[config.mk]
export PLATFORM = sky130hd
export DESIGN_NAME = tile_harness_mux_flat
export DESIGN_NICKNAME = d
export VERILOG_FILES = /design/src/rtl/tile_harness_mux_pkg.sv /design/src/rtl/tile_harness_mux_if.sv /design/src/rtl/tile_harness_mux_port_mask.sv /design/src/rtl/tile_harness_mux.sv /design/src/flat_wrapper.sv
export SDC_FILE = /design/constraint.sdc
export NUM_CORES = 1
export LEC_CHECK = 0
export ABC_CLOCK_PERIOD_IN_PS = 3650
export CAP_MARGIN = 5
export CORE_AREA = 2 2 325 327
export CTS_BUF_LIST = sky130_fd_sc_hd__clkbuf_8
export DETAILED_ROUTE_END_ITERATION = 8
export DIE_AREA = 0 0 327 329
export GPL_ROUTABILITY_DRIVEN = 1
export SYNTH_ARGS = -nofsm -noshare
export SYNTH_HDL_FRONTEND = slang
export SYNTH_SLANG_ARGS = --single-unit
[constraint.sdc]
create_clock -name clk -period 3.65 [get_ports clk]
set_input_delay 0.365 -clock clk [delete_from_list [all_inputs] [get_ports clk]]
set_output_delay 0.365 -clock clk [all_outputs]
set_load 0.03 [all_outputs]
[src/rtl/tile_harness_mux_pkg.sv]
// Shared types and helpers for the multi-slot tile harness.
package tile_harness_mux_pkg;

  // Slot-switch sequencer states.
  typedef enum logic [1:0] {
    ST_ACTIVE = 2'd0,
    ST_DRAIN  = 2'd1,
    ST_SWITCH = 2'd2
  } state_e;

  // Narrowest select width that can address every slot (never below 1 bit).
  function automatic int min_sel_width(input int num_tiles);
    return (num_tiles > 1) ? $clog2(num_tiles) : 1;
  endfunction

endpackage

[src/rtl/tile_harness_mux_if.sv]
// Harness-side CSR/data/GPIO and slot-select handshake bundle.
interface tile_harness_mux_if #(
  parameter int SEL_W         = 2,
  parameter int REG_WIDTH     = 32,
  parameter int CSR_IN_WIDTH  = 16,
  parameter int CSR_OUT_WIDTH = 16,
  parameter int GPIOS_NUM     = 35
);
  logic                     harness_en;
  logic                     tile_en;
  logic                     sel_req;
  logic [SEL_W-1:0]         tile_sel;
  logic                     sel_ack;
  logic                     sel_err;
  logic                     busy;
  logic [SEL_W-1:0]         active_tile;
  logic [CSR_IN_WIDTH-1:0]  csr_in;
  logic                     csr_in_re;
  logic [REG_WIDTH-1:0]     data_reg_a;
  logic [REG_WIDTH-1:0]     data_reg_b;
  logic [CSR_OUT_WIDTH-1:0] csr_out;
  logic                     csr_out_we;
  logic [REG_WIDTH-1:0]     data_reg_c;
  logic [GPIOS_NUM-1:0]     gpios_in;
  logic [GPIOS_NUM-1:0]     gpios_out;

  // Harness register file side.
  modport master (
    output harness_en, tile_en, sel_req, tile_sel, csr_in, data_reg_a, data_reg_b, gpios_in,
    input  sel_ack, sel_err, busy, active_tile, csr_in_re, csr_out, csr_out_we, data_reg_c,
           gpios_out
  );

  // Tile multiplexer side.
  modport slave (
    input  harness_en, tile_en, sel_req, tile_sel, csr_in, data_reg_a, data_reg_b, gpios_in,
    output sel_ack, sel_err, busy, active_tile, csr_in_re, csr_out, csr_out_we, data_reg_c,
           gpios_out
  );
endinterface

[src/rtl/tile_harness_mux_port_mask.sv]
// Gates one slot's input bundle: the slot sees live harness values only when enabled.
module tile_port_mask #(
  parameter int CSR_W  = 16,
  parameter int REG_W  = 32,
  parameter int GPIO_W = 8
) (
  input  logic              en,
  input  logic [CSR_W-1:0]  csr_in,
  input  logic [REG_W-1:0]  data_a,
  input  logic [REG_W-1:0]  data_b,
  input  logic [GPIO_W-1:0] gpio_in,
  output logic [CSR_W-1:0]  csr_in_m,
  output logic [REG_W-1:0]  data_a_m,
  output logic [REG_W-1:0]  data_b_m,
  output logic [GPIO_W-1:0] gpio_in_m
);
  // Disabled slots are held at all-zero inputs.
  always_comb begin
    csr_in_m  = en ? csr_in  : '0;
    data_a_m  = en ? data_a  : '0;
    data_b_m  = en ? data_b  : '0;
    gpio_in_m = en ? gpio_in : '0;
  end
endmodule

[src/rtl/tile_harness_mux.sv]
// Hosts NUM_TILES tiles behind one harness interface; one slot is active at a time and
// switching goes drain -> reset pulse on the new slot -> acknowledge.
module tile_harness_mux
  import tile_harness_mux_pkg::*;
#(
  parameter int NUM_TILES     = 4,
  parameter int REG_WIDTH     = 32,
  parameter int CSR_IN_WIDTH  = 16,
  parameter int CSR_OUT_WIDTH = 16,
  parameter int GPIOS_NUM     = 35,
  parameter int GPIO_OUT_W    = 16,
  parameter int GPIO_IN_LSB   = 16,
  parameter int GPIO_IN_W     = 8,
  parameter int DRAIN_CYCLES  = 4,
  parameter int SEL_W         = min_sel_width(NUM_TILES)
) (
  input  logic                               clk,
  input  logic                               arst_n,
  tile_harness_mux_if.slave                  hif,
  output logic [NUM_TILES-1:0]               t_rst_n,
  output logic [NUM_TILES*CSR_IN_WIDTH-1:0]  t_csr_in,
  output logic [NUM_TILES*REG_WIDTH-1:0]     t_data_reg_a,
  output logic [NUM_TILES*REG_WIDTH-1:0]     t_data_reg_b,
  output logic [NUM_TILES*GPIO_IN_W-1:0]     t_gpio_in,
  input  logic [NUM_TILES-1:0]               t_csr_in_re,
  input  logic [NUM_TILES*CSR_OUT_WIDTH-1:0] t_csr_out,
  input  logic [NUM_TILES-1:0]               t_csr_out_we,
  input  logic [NUM_TILES*REG_WIDTH-1:0]     t_data_reg_c,
  input  logic [NUM_TILES*GPIO_OUT_W-1:0]    t_gpio_out
);

  if (NUM_TILES < 2) begin : g_bad_num_tiles
    $error("tile_harness_mux: NUM_TILES must be at least 2");
  end
  if (GPIO_IN_LSB < GPIO_OUT_W) begin : g_bad_gpio_lsb
    $error("tile_harness_mux: GPIO_IN_LSB overlaps the tile output GPIOs");
  end
  if (GPIO_IN_LSB + GPIO_IN_W > GPIOS_NUM) begin : g_bad_gpio_in
    $error("tile_harness_mux: tile input GPIOs exceed GPIOS_NUM");
  end
  if (DRAIN_CYCLES < 1) begin : g_bad_drain
    $error("tile_harness_mux: DRAIN_CYCLES must be at least 1");
  end
  if (SEL_W < min_sel_width(NUM_TILES)) begin : g_bad_sel_w
    $error("tile_harness_mux: SEL_W too narrow for NUM_TILES");
  end

  localparam int CNT_W = $clog2(DRAIN_CYCLES + 1);

  state_e                   state_q, state_d;
  logic [SEL_W-1:0]         active_q, active_d;
  logic [SEL_W-1:0]         target_q, target_d;
  logic [CNT_W-1:0]         cnt_q, cnt_d;
  logic                     ack_q, ack_d;
  logic                     err_q, err_d;
  logic [NUM_TILES-1:0]     t_rst_n_q, t_rst_n_d;
  logic [CSR_OUT_WIDTH-1:0] csr_out_q, csr_out_d;
  logic                     csr_out_we_q, csr_out_we_d;
  logic                     csr_in_re_q, csr_in_re_d;
  logic [REG_WIDTH-1:0]     data_c_q, data_c_d;
  logic [GPIO_OUT_W-1:0]    gpio_out_q, gpio_out_d;

  logic                     in_open;
  logic [GPIO_IN_W-1:0]     gpio_slice;
  logic                     sel_csr_in_re;
  logic [CSR_OUT_WIDTH-1:0] sel_csr_out;
  logic                     sel_csr_out_we;
  logic [REG_WIDTH-1:0]     sel_data_c;
  logic [GPIO_OUT_W-1:0]    sel_gpio_out;
  logic                     mux_zero;

  assign in_open    = (state_q == ST_ACTIVE) && hif.harness_en && hif.tile_en;
  assign gpio_slice = GPIO_IN_W'(hif.gpios_in >> GPIO_IN_LSB);

  for (genvar i = 0; i < NUM_TILES; i++) begin : g_slot
    tile_port_mask #(
      .CSR_W  (CSR_IN_WIDTH),
      .REG_W  (REG_WIDTH),
      .GPIO_W (GPIO_IN_W)
    ) u_mask (
      .en        (in_open && (active_q == SEL_W'(i))),
      .csr_in    (hif.csr_in),
      .data_a    (hif.data_reg_a),
      .data_b    (hif.data_reg_b),
      .gpio_in   (gpio_slice),
      .csr_in_m  (t_csr_in[i*CSR_IN_WIDTH +: CSR_IN_WIDTH]),
      .data_a_m  (t_data_reg_a[i*REG_WIDTH +: REG_WIDTH]),
      .data_b_m  (t_data_reg_b[i*REG_WIDTH +: REG_WIDTH]),
      .gpio_in_m (t_gpio_in[i*GPIO_IN_W +: GPIO_IN_W])
    );
  end

  // Switch sequencer: accept/reject requests, drain, then reset-pulse the new slot.
  always_comb begin
    state_d  = state_q;
    active_d = active_q;
    target_d = target_q;
    cnt_d    = cnt_q;
    ack_d    = 1'b0;
    err_d    = 1'b0;
    case (state_q)
      ST_ACTIVE: begin
        if (hif.sel_req) begin
          if (int'(hif.tile_sel) >= NUM_TILES) begin
            ack_d = 1'b1;
            err_d = 1'b1;
          end else if (hif.tile_sel == active_q) begin
            ack_d = 1'b1;
          end else begin
            state_d  = ST_DRAIN;
            target_d = hif.tile_sel;
            cnt_d    = CNT_W'(DRAIN_CYCLES - 1);
          end
        end
      end
      ST_DRAIN: begin
        if (cnt_q == '0) state_d = ST_SWITCH;
        else             cnt_d   = cnt_q - CNT_W'(1);
      end
      ST_SWITCH: begin
        state_d  = ST_ACTIVE;
        active_d = target_q;
        ack_d    = 1'b1;
      end
      default: state_d = ST_ACTIVE;
    endcase
    for (int i = 0; i < NUM_TILES; i++) begin
      t_rst_n_d[i] = !((state_d == ST_SWITCH) && (target_d == SEL_W'(i)));
    end
  end

  // Pick the outputs of the slot that will be active once this edge has passed.
  always_comb begin
    sel_csr_in_re  = 1'b0;
    sel_csr_out    = '0;
    sel_csr_out_we = 1'b0;
    sel_data_c     = '0;
    sel_gpio_out   = '0;
    for (int i = 0; i < NUM_TILES; i++) begin
      if (active_d == SEL_W'(i)) begin
        sel_csr_in_re  = t_csr_in_re[i];
        sel_csr_out    = t_csr_out[i*CSR_OUT_WIDTH +: CSR_OUT_WIDTH];
        sel_csr_out_we = t_csr_out_we[i];
        sel_data_c     = t_data_reg_c[i*REG_WIDTH +: REG_WIDTH];
        sel_gpio_out   = t_gpio_out[i*GPIO_OUT_W +: GPIO_OUT_W];
      end
    end
  end

  // Output register inputs: zeroed while switching, csr_out only captured on a write strobe.
  always_comb begin
    mux_zero     = (state_d == ST_SWITCH);
    csr_in_re_d  = mux_zero ? 1'b0 : sel_csr_in_re;
    csr_out_we_d = mux_zero ? 1'b0 : sel_csr_out_we;
    data_c_d     = mux_zero ? '0   : sel_data_c;
    gpio_out_d   = mux_zero ? '0   : sel_gpio_out;
    csr_out_d    = (!mux_zero && sel_csr_out_we) ? sel_csr_out : csr_out_q;
  end

  // All state and registered outputs; reset returns to slot 0 with every tile held in reset.
  always_ff @(posedge clk or negedge arst_n) begin
    if (!arst_n) begin
      state_q      <= ST_ACTIVE;
      active_q     <= '0;
      target_q     <= '0;
      cnt_q        <= '0;
      ack_q        <= 1'b0;
      err_q        <= 1'b0;
      t_rst_n_q    <= '0;
      csr_out_q    <= '0;
      csr_out_we_q <= 1'b0;
      csr_in_re_q  <= 1'b0;
      data_c_q     <= '0;
      gpio_out_q   <= '0;
    end else begin
      state_q      <= state_d;
      active_q     <= active_d;
      target_q     <= target_d;
      cnt_q        <= cnt_d;
      ack_q        <= ack_d;
      err_q        <= err_d;
      t_rst_n_q    <= t_rst_n_d;
      csr_out_q    <= csr_out_d;
      csr_out_we_q <= csr_out_we_d;
      csr_in_re_q  <= csr_in_re_d;
      data_c_q     <= data_c_d;
      gpio_out_q   <= gpio_out_d;
    end
  end

  assign t_rst_n         = t_rst_n_q;
  assign hif.sel_ack     = ack_q;
  assign hif.sel_err     = err_q;
  assign hif.busy        = (state_q != ST_ACTIVE);
  assign hif.active_tile = active_q;
  assign hif.csr_in_re   = csr_in_re_q;
  assign hif.csr_out     = csr_out_q;
  assign hif.csr_out_we  = csr_out_we_q;
  assign hif.data_reg_c  = data_c_q;
  assign hif.gpios_out   = {{(GPIOS_NUM - GPIO_OUT_W){1'b0}}, gpio_out_q};

endmodule

[src/flat_wrapper.sv]
// flat-port wrapper written by rule: the top's interface ports become plain ports
module tile_harness_mux_flat import tile_harness_mux_pkg::*;
#(
  parameter int NUM_TILES     = 4,
  parameter int REG_WIDTH     = 32,
  parameter int CSR_IN_WIDTH  = 16,
  parameter int CSR_OUT_WIDTH = 16,
  parameter int GPIOS_NUM     = 35,
  parameter int GPIO_OUT_W    = 16,
  parameter int GPIO_IN_LSB   = 16,
  parameter int GPIO_IN_W     = 8,
  parameter int DRAIN_CYCLES  = 4,
  parameter int SEL_W         = min_sel_width(NUM_TILES)
)
  (clk, arst_n, t_rst_n, t_csr_in, t_data_reg_a, t_data_reg_b, t_gpio_in, t_csr_in_re, t_csr_out, t_csr_out_we, t_data_reg_c, t_gpio_out, hif_harness_en, hif_tile_en, hif_sel_req, hif_tile_sel, hif_csr_in, hif_data_reg_a, hif_data_reg_b, hif_gpios_in, hif_sel_ack, hif_sel_err, hif_busy, hif_active_tile, hif_csr_in_re, hif_csr_out, hif_csr_out_we, hif_data_reg_c, hif_gpios_out);
  tile_harness_mux_if #(.SEL_W(SEL_W), .REG_WIDTH(REG_WIDTH), .CSR_IN_WIDTH(CSR_IN_WIDTH), .CSR_OUT_WIDTH(CSR_OUT_WIDTH), .GPIOS_NUM(GPIOS_NUM)) hif_i ();
  input  logic clk;
  input  logic arst_n;
  output logic [NUM_TILES-1:0] t_rst_n;
  output logic [NUM_TILES*CSR_IN_WIDTH-1:0] t_csr_in;
  output logic [NUM_TILES*REG_WIDTH-1:0] t_data_reg_a;
  output logic [NUM_TILES*REG_WIDTH-1:0] t_data_reg_b;
  output logic [NUM_TILES*GPIO_IN_W-1:0] t_gpio_in;
  input  logic [NUM_TILES-1:0] t_csr_in_re;
  input  logic [NUM_TILES*CSR_OUT_WIDTH-1:0] t_csr_out;
  input  logic [NUM_TILES-1:0] t_csr_out_we;
  input  logic [NUM_TILES*REG_WIDTH-1:0] t_data_reg_c;
  input  logic [NUM_TILES*GPIO_OUT_W-1:0] t_gpio_out;
  input wire logic [$bits(hif_i.harness_en)-1:0] hif_harness_en;
  input wire logic [$bits(hif_i.tile_en)-1:0] hif_tile_en;
  input wire logic [$bits(hif_i.sel_req)-1:0] hif_sel_req;
  input wire logic [$bits(hif_i.tile_sel)-1:0] hif_tile_sel;
  input wire logic [$bits(hif_i.csr_in)-1:0] hif_csr_in;
  input wire logic [$bits(hif_i.data_reg_a)-1:0] hif_data_reg_a;
  input wire logic [$bits(hif_i.data_reg_b)-1:0] hif_data_reg_b;
  input wire logic [$bits(hif_i.gpios_in)-1:0] hif_gpios_in;
  output wire logic [$bits(hif_i.sel_ack)-1:0] hif_sel_ack;
  output wire logic [$bits(hif_i.sel_err)-1:0] hif_sel_err;
  output wire logic [$bits(hif_i.busy)-1:0] hif_busy;
  output wire logic [$bits(hif_i.active_tile)-1:0] hif_active_tile;
  output wire logic [$bits(hif_i.csr_in_re)-1:0] hif_csr_in_re;
  output wire logic [$bits(hif_i.csr_out)-1:0] hif_csr_out;
  output wire logic [$bits(hif_i.csr_out_we)-1:0] hif_csr_out_we;
  output wire logic [$bits(hif_i.data_reg_c)-1:0] hif_data_reg_c;
  output wire logic [$bits(hif_i.gpios_out)-1:0] hif_gpios_out;
  assign hif_i.harness_en = hif_harness_en;
  assign hif_i.tile_en = hif_tile_en;
  assign hif_i.sel_req = hif_sel_req;
  assign hif_i.tile_sel = hif_tile_sel;
  assign hif_i.csr_in = hif_csr_in;
  assign hif_i.data_reg_a = hif_data_reg_a;
  assign hif_i.data_reg_b = hif_data_reg_b;
  assign hif_i.gpios_in = hif_gpios_in;
  assign hif_sel_ack = hif_i.sel_ack;
  assign hif_sel_err = hif_i.sel_err;
  assign hif_busy = hif_i.busy;
  assign hif_active_tile = hif_i.active_tile;
  assign hif_csr_in_re = hif_i.csr_in_re;
  assign hif_csr_out = hif_i.csr_out;
  assign hif_csr_out_we = hif_i.csr_out_we;
  assign hif_data_reg_c = hif_i.data_reg_c;
  assign hif_gpios_out = hif_i.gpios_out;
  tile_harness_mux #(.NUM_TILES(NUM_TILES), .REG_WIDTH(REG_WIDTH), .CSR_IN_WIDTH(CSR_IN_WIDTH), .CSR_OUT_WIDTH(CSR_OUT_WIDTH), .GPIOS_NUM(GPIOS_NUM), .GPIO_OUT_W(GPIO_OUT_W), .GPIO_IN_LSB(GPIO_IN_LSB), .GPIO_IN_W(GPIO_IN_W), .DRAIN_CYCLES(DRAIN_CYCLES), .SEL_W(SEL_W)) u_core (.clk(clk), .arst_n(arst_n), .hif(hif_i), .t_rst_n(t_rst_n), .t_csr_in(t_csr_in), .t_data_reg_a(t_data_reg_a), .t_data_reg_b(t_data_reg_b), .t_gpio_in(t_gpio_in), .t_csr_in_re(t_csr_in_re), .t_csr_out(t_csr_out), .t_csr_out_we(t_csr_out_we), .t_data_reg_c(t_data_reg_c), .t_gpio_out(t_gpio_out));
endmodule
==> results.yml <==
status:
  status: "completed"
cts:
  clk_path_buf_depth: 2
  clkSinkCount: 80
  cts_tree: "done"
  postCtsSetupBuffers: 0
  cts_made_buffers: 9
  clk_latency_ps: 430
  cts-root-buf: "clkbuf_8"
  cts.clk_slew.worst_paths_ps: 100
  ctsHtreeMaxLevel: 3
synth:
  synth_area_leaders: "and2_1 32%, dfrtp_1 28%, mux2i_1 6.9%"
  synthFlopType: "dfrtp_1"
  ys_ff_latch: 80
  synth_common_cells: "360 x and2_1, 93 x nand2_1, 80 x dfrtp_1"
  synth_seq_area_share_pct: 28.2
  synthDistinctLibCells: 40
  syn_avg_cell_area_sq_um: 8.29
  async_flop_share_pct: 100
  synth_area_sq_mm: 0.00709
  synth_top_area_cell: "and2_1"
  synthCells: 855
  synth-edff-count: 0
  yosysWarnings: 0
  yosys.cell_count.top_type: "and2_1"
  yosysTopAreaCellShare_pct: 31.8
floorplan:
  rows: 119
  die_w_microns: 327
  pin_count: 832
  core_area_sq_mm: 0.104
  initial_core_util_pct: 6.79
  fp.dieH_microns: 329
  dieArea_sq_mm: 0.108
placement:
  gp_congestion: 0.775
  post-place-ws_ps: 701
  place.detailed.hpwl_microns: 52700
  port_buffers: 784
sta:
  post-route-min-period_ps: 3270
  grt_setup_unrepaired: "false"
  fin_crit_sh_pct: 89.5
  fin_ws_ps: 384
  hold_viol_final: 0
  worst_clock_skew_ps: 16.4
  fmax_mhz: 306
  setup_viol: 0
  relSlewSlack_pct: 39.6
  final-max-slew-violation-count: 0
  tightest_slew_ps: 889
  tns_ps: 0
drt:
  route.vias.total: 9243
  drt_iter0_markers: 369
  drt_pass1_iterations: 5
  ant_nets: 0
  drc: 0
  viasPerCell: 3.06
  avgRoutedWirePerCell_microns: 20.3
  wl_microns: 61200
setup_path:
  arrival_ps: 2900
  reg2reg_depth: 7
  r2r_end: "u_core.hif.csr_out[2]$_DFFE_PN0P_"
  worst-setup-path-type: "reg -> out"
  crit_end: "t_data_reg_b[124]"
  cp_max_fo: 52
  ff2ff_setup_slack_ps: 880
  cp-startpoint: "u_core.state_q[0]$_DFF_PN0_"
  timing.rr.start: "u_core.state_q[0]$_DFF_PN0_"
  end_kind: "primary output"
  cp_data_required_time_ps: 3280
  cp-start-kind: "flip-flop"
power:
  power_density_mw_per_mm2: 462
  irDropWorstVdd_mv: 0.312
  leakage_nw: 6.48
  design_power_total_w: 0.00779
global_route:
  grt_max_degree: 67
  grt_pass1_wl_microns: 78000
  grt_overflow: 0
  grt_pass1_vias: 8871
  grt.total_usage_pct: 10.7
  antenna_found_initial: 32
min_path:
  min-delay-start: "t_data_reg_c[104]"
  hp-class: "in -> reg"
final_layout:
  fillerInstances: 11763
  nets: 2001
  drive_above_1_share_pct: 11.7
  syn_to_final_growth_pct: 138
run:
  maxCapViolCount: 0
## power breakdown
part | total [W] | leakage, nW | internal [W] | switching, W
Clock | 0.000736 | 0.107 | 0.000336 | 0.000400
Combinational | 0.00549 | 5.44 | 0.00231 | 0.00318
Sequential | 0.00157 | 0.933 | 0.00132 | 0.000244
Total | 0.00779 | 6.48 | 0.00397 | 0.00382
## logic make-up after synthesis
family          after synthesis  synth area share (%)
fa+ha+maj                     2                 0.353
mux                          78                  13.6
compound gates              102                  10.6
flops                        80                  28.2
other cells                   1                0.0529
xor+xnor                      3                 0.371
simple gates                493                  39.7
buf+inv                      96                  7.13
## layout make-up
type	instances	area, sq um	share of cell area, %
inverter	6	23.8	0.141
multi-input combinational	698	4680	27.8
timing repair buffer	818	8190	48.5
clock inverter	6	66.3	0.393
antenna	13	32.5	0.193
clock buffer	10	138	0.816
sequential	80	2000	11.9
tap	1391	1740	10.3
## state kept, by name, indices dropped and copies added (netlist names)
name / cells
u_core.hif.sel_ack: 1
u_core.hif.active_tile: 2
u_core.hif.csr_out_we: 1
u_core.hif.data_reg_c: 32
u_core.state_q: 2
u_core.gpio_out_q: 16
u_core.cnt_q: 3
u_core.hif.csr_in_re: 1
u_core.t_rst_n: 4
u_core.hif.csr_out: 16
u_core.target_q: 2
## layout by cell type (no fill, tap or decap), types with 13 or more instances in the layout
cell type,synthesis,final
diode_2,0,13
o221ai_1,21,21
mux2i_1,49,48
buf_12,0,27
conb_1,1,20
a31oi_1,32,32
nor2_1,19,17
dfrtp_1,80,80
a21oi_1,13,13
nand2_1,93,93
buf_4,26,108
and2_1,360,360
clkdlybuf4s50_1,0,682
## worst max-delay path, stage by stage (launching register included)
cell and delay [ps]:
dfrtp_1 440, nor2_1 130, buf_4 170, nand3_1 90, buf_4 190, nor2_4 140
buf_12 170, buf_12 230, and2_1 150, clkdlybuf4s50_1 690
## metrics by stage
stage | instance area (sq um) | hold slack [ps] | utilization (%) | std cells
after floorplan | 7160 | 69.4 | - | 874
after global placement | 16600 | 467 | 15.9 | 2992
after detailed placement | 16600 | 473 | 15.9 | 2992
after CTS | 16800 | 371 | 16.1 | 3009
after global routing | 16800 | 426 | 16.1 | 3011
final | 16900 | 456 | 16.2 | 3022
## how the worst min path moves through the flow
| stage | end | slack, ps | cells past startpoint |
|---|---|---|---|
| 3_3_place_gp | u_core.cnt_q[0]$_DFFE_PN0P_ | 470 | 1 |
| 6_report | u_core.hif.data_reg_c[8]$_DFF_PN0_ | 460 | 3 |
| 2_1_floorplan | u_core.cnt_q[0]$_DFFE_PN0P_ | 70 | 0 |
| 3_5_place_dp | u_core.cnt_q[0]$_DFFE_PN0P_ | 470 | 1 |
| 4_1_cts | u_core.hif.data_reg_c[8]$_DFF_PN0_ | 370 | 3 |
| 5_1_grt | u_core.gpio_out_q[13]$_DFF_PN0_ | 430 | 3 |
## layer usage
metal	part of all wire [%]	track usage (%)	vias up
met5	0.25	0	-
met1	36	11.5	4280
met4	3.0	3.53	24
li1	-	-	4332
met3	10	4.27	92
met2	50	19.1	515
## repair_timing
action,4_1_cts,5_1_grt
hold buffers,1,0
hold endpoints to repair,5,0
gates resized for setup,0,0
setup endpoints to repair,0,0
Power figures use the tool's default switching activity.
==> variant: new RTL, config.mk and constraints unchanged <==
`GPIOS_NUM` is set to 35 in 3 places; all go to 70.
--- a/src/rtl/tile_harness_mux_if.sv
+++ b/src/rtl/tile_harness_mux_if.sv
@@ -5,5 +5,5 @@
   parameter int CSR_IN_WIDTH  = 16,
   parameter int CSR_OUT_WIDTH = 16,
-  parameter int GPIOS_NUM     = 35
+  parameter int GPIOS_NUM     = 70
 );
   logic                     harness_en;
--- a/src/rtl/tile_harness_mux.sv
+++ b/src/rtl/tile_harness_mux.sv
@@ -8,5 +8,5 @@
   parameter int CSR_IN_WIDTH  = 16,
   parameter int CSR_OUT_WIDTH = 16,
-  parameter int GPIOS_NUM     = 35,
+  parameter int GPIOS_NUM     = 70,
   parameter int GPIO_OUT_W    = 16,
   parameter int GPIO_IN_LSB   = 16,
--- a/src/flat_wrapper.sv
+++ b/src/flat_wrapper.sv
@@ -6,5 +6,5 @@
   parameter int CSR_IN_WIDTH  = 16,
   parameter int CSR_OUT_WIDTH = 16,
-  parameter int GPIOS_NUM     = 35,
+  parameter int GPIOS_NUM     = 70,
   parameter int GPIO_OUT_W    = 16,
   parameter int GPIO_IN_LSB   = 16,
Ports: changed (resized hif_gpios_in and hif_gpios_out); port bits go from 832 to 902. No check against the original RTL was run, so the function may have changed too.
==> variant against the unedited design <==
Power up 1.1%; wire length up 10%; design area up 1.4%; setup slack worse by 0.089 ns; first-iteration DRC count up 5.1%; synthesized cell count up 4.1%; area after synthesis up 3.7%; hold slack worse by 0.43 ns; core utilization up 0.23 points; sequential cell count unchanged; largest cell class unchanged.
==> variant: results (changes against the unedited design) <==
Routing
  • Routed wire length per instance: 22.1 µm (was 20.3 µm)
  • DR WL met2: 33400 µm (was 30800 µm)
  • Wl on met1: 24700 µm (was 22300 µm)
  • Routed wl met3: 6870 µm (was 6110 µm)
  • Vias after detailed routing: 9533 (was 9243)

Hold path
  • Hold Crit Class: input port to async pin (was input port to flop)

Yosys
  • Sequential-to-total area share from yosys stat: 27.2% (was 28.2%)
  • Ranking of synthesized cells by area: and2_1 31%, dfrtp_1 27%, mux2i_1 6.7% (was and2_1 32%, dfrtp_1 28%, mux2i_1 6.9%)
  • Commonest cells post-synth: 360 x and2_1, 93 x nand2_1, 80 x dfrtp_1 (unchanged)

Layout
  • # nets final: 2070 (was 2001)
  • Layout cells sized above 1: 9.87% (was 11.7%)
  • Layout fillers: 11700 (was 11800)

Clock tree
  • Post-cts gate resize count: 3 (was 0)
  • Clock latency on the worst-skew pair: 0.45 ns (was 0.43 ns)

Critical path
  • Worst-path fanout max: 46 (was 52)
  • Reg2reg setup slack: 0.90 ns (was 0.88 ns)
  • Worst flop-to-flop path startpoint: u_core.state_q[1] (was u_core.state_q[0])

STA
  • Clock Skews: 0.0189 ns (was 0.0164 ns)
  • Tmin final: 3.35 ns (was 3.27 ns)
  • Slew headroom: 37.4% (was 39.6%)

Placed design
  • Placer Congestion: 0.795 (was 0.775)
  • Pre-CTS setup slack: 0.00293 ns (was 0.701 ns)

Run status
  • Status: complete, no violations (unchanged)

GRT
  • Number of global-route vias before repair: 9162 (was 8871)
  • Initial antenna violation count: 45 (was 32)
  • First-pass GRT wire length: 84900 µm (was 78000 µm)

Pwr
  • Worst VDD drop: 377 µV (was 312 µV)
  • Leakage power: 6.54 nW (was 6.48 nW)
  • Int Pwr: 0.00395 W (was 0.00397 W)
[variant: layout make-up]
cell class / count / area (µm²) / share of cell area [%]
tap: 1391 / 1740 / 10.2
clock buffer: 12 / 165 / 0.965
sequential: 80 / 2000 / 11.7
clock inverter: 3 / 17.5 / 0.102
timing repair buffer: 817 / 8300 / 48.5
antenna: 11 / 27.5 / 0.161
multi-input combinational: 733 / 4840 / 28.3
inverter: 6 / 23.8 / 0.139
[variant: power by group through the flow]
stage / clock network (W) / logic (W) / registers (W)
after floorplan: 0 / 0.00230 / 0.00232
final: 0.000720 / 0.00561 / 0.00155
after global placement: 0 / 0.00572 / 0.00155
after global routing: 0.000798 / 0.00597 / 0.00159
after CTS: 0.000784 / 0.00575 / 0.00155
after detailed placement: 0 / 0.00573 / 0.00156
[variant: worst max-delay path by stage]
stage                            from                 to
global placement    u_core.state_q[0]   t_data_reg_b[67]
CTS                 u_core.state_q[0]   t_data_reg_b[67]
floorplan           u_core.state_q[0]       t_csr_in[32]
detailed placement  u_core.state_q[0]   t_data_reg_b[67]
finish              u_core.state_q[0]  t_data_reg_a[124]
global route        u_core.state_q[0]   t_data_reg_a[82]
[variant: through the flow]
step | hold WS [ns] | utilization, % | total power [W] | cell area (µm²) | cells
floorplan | 0.0694 | - | 0.00462 | 7550 | 944
global placement | 0.465 | 16.2 | 0.00727 | 16900 | 3027
detailed placement | 0.465 | 16.2 | 0.00729 | 16900 | 3027
CTS | 0.0301 | 16.4 | 0.00808 | 17100 | 3042
global route | 0.0986 | 16.4 | 0.00836 | 17100 | 3043
finish | 0.0253 | 16.4 | 0.00788 | 17100 | 3053
[variant: layer usage]
| metal | track usage, % | up-vias |
|---|---|---|
| li1 | - | 4357 |
| met1 | 12.9 | 4454 |
| met2 | 20.8 | 565 |
| met3 | 4.61 | 119 |
| met4 | 4.18 | 38 |
| met5 | 0 | - |
[variant: logic make-up (layout without fill, tap and decap cells)]
logic type | after synthesis | count (layout) | share of synthesized area, %
xor+xnor | 3 | 3 | 0.357
flops | 80 | 80 | 27.2
buf+inv | 131 | 838 | 10.4
mux | 78 | 78 | 13.1
compound gates | 102 | 102 | 10.2
other cells | 1 | 66 | 0.0510
simple gates | 493 | 493 | 38.3
fa+ha+maj | 2 | 2 | 0.340
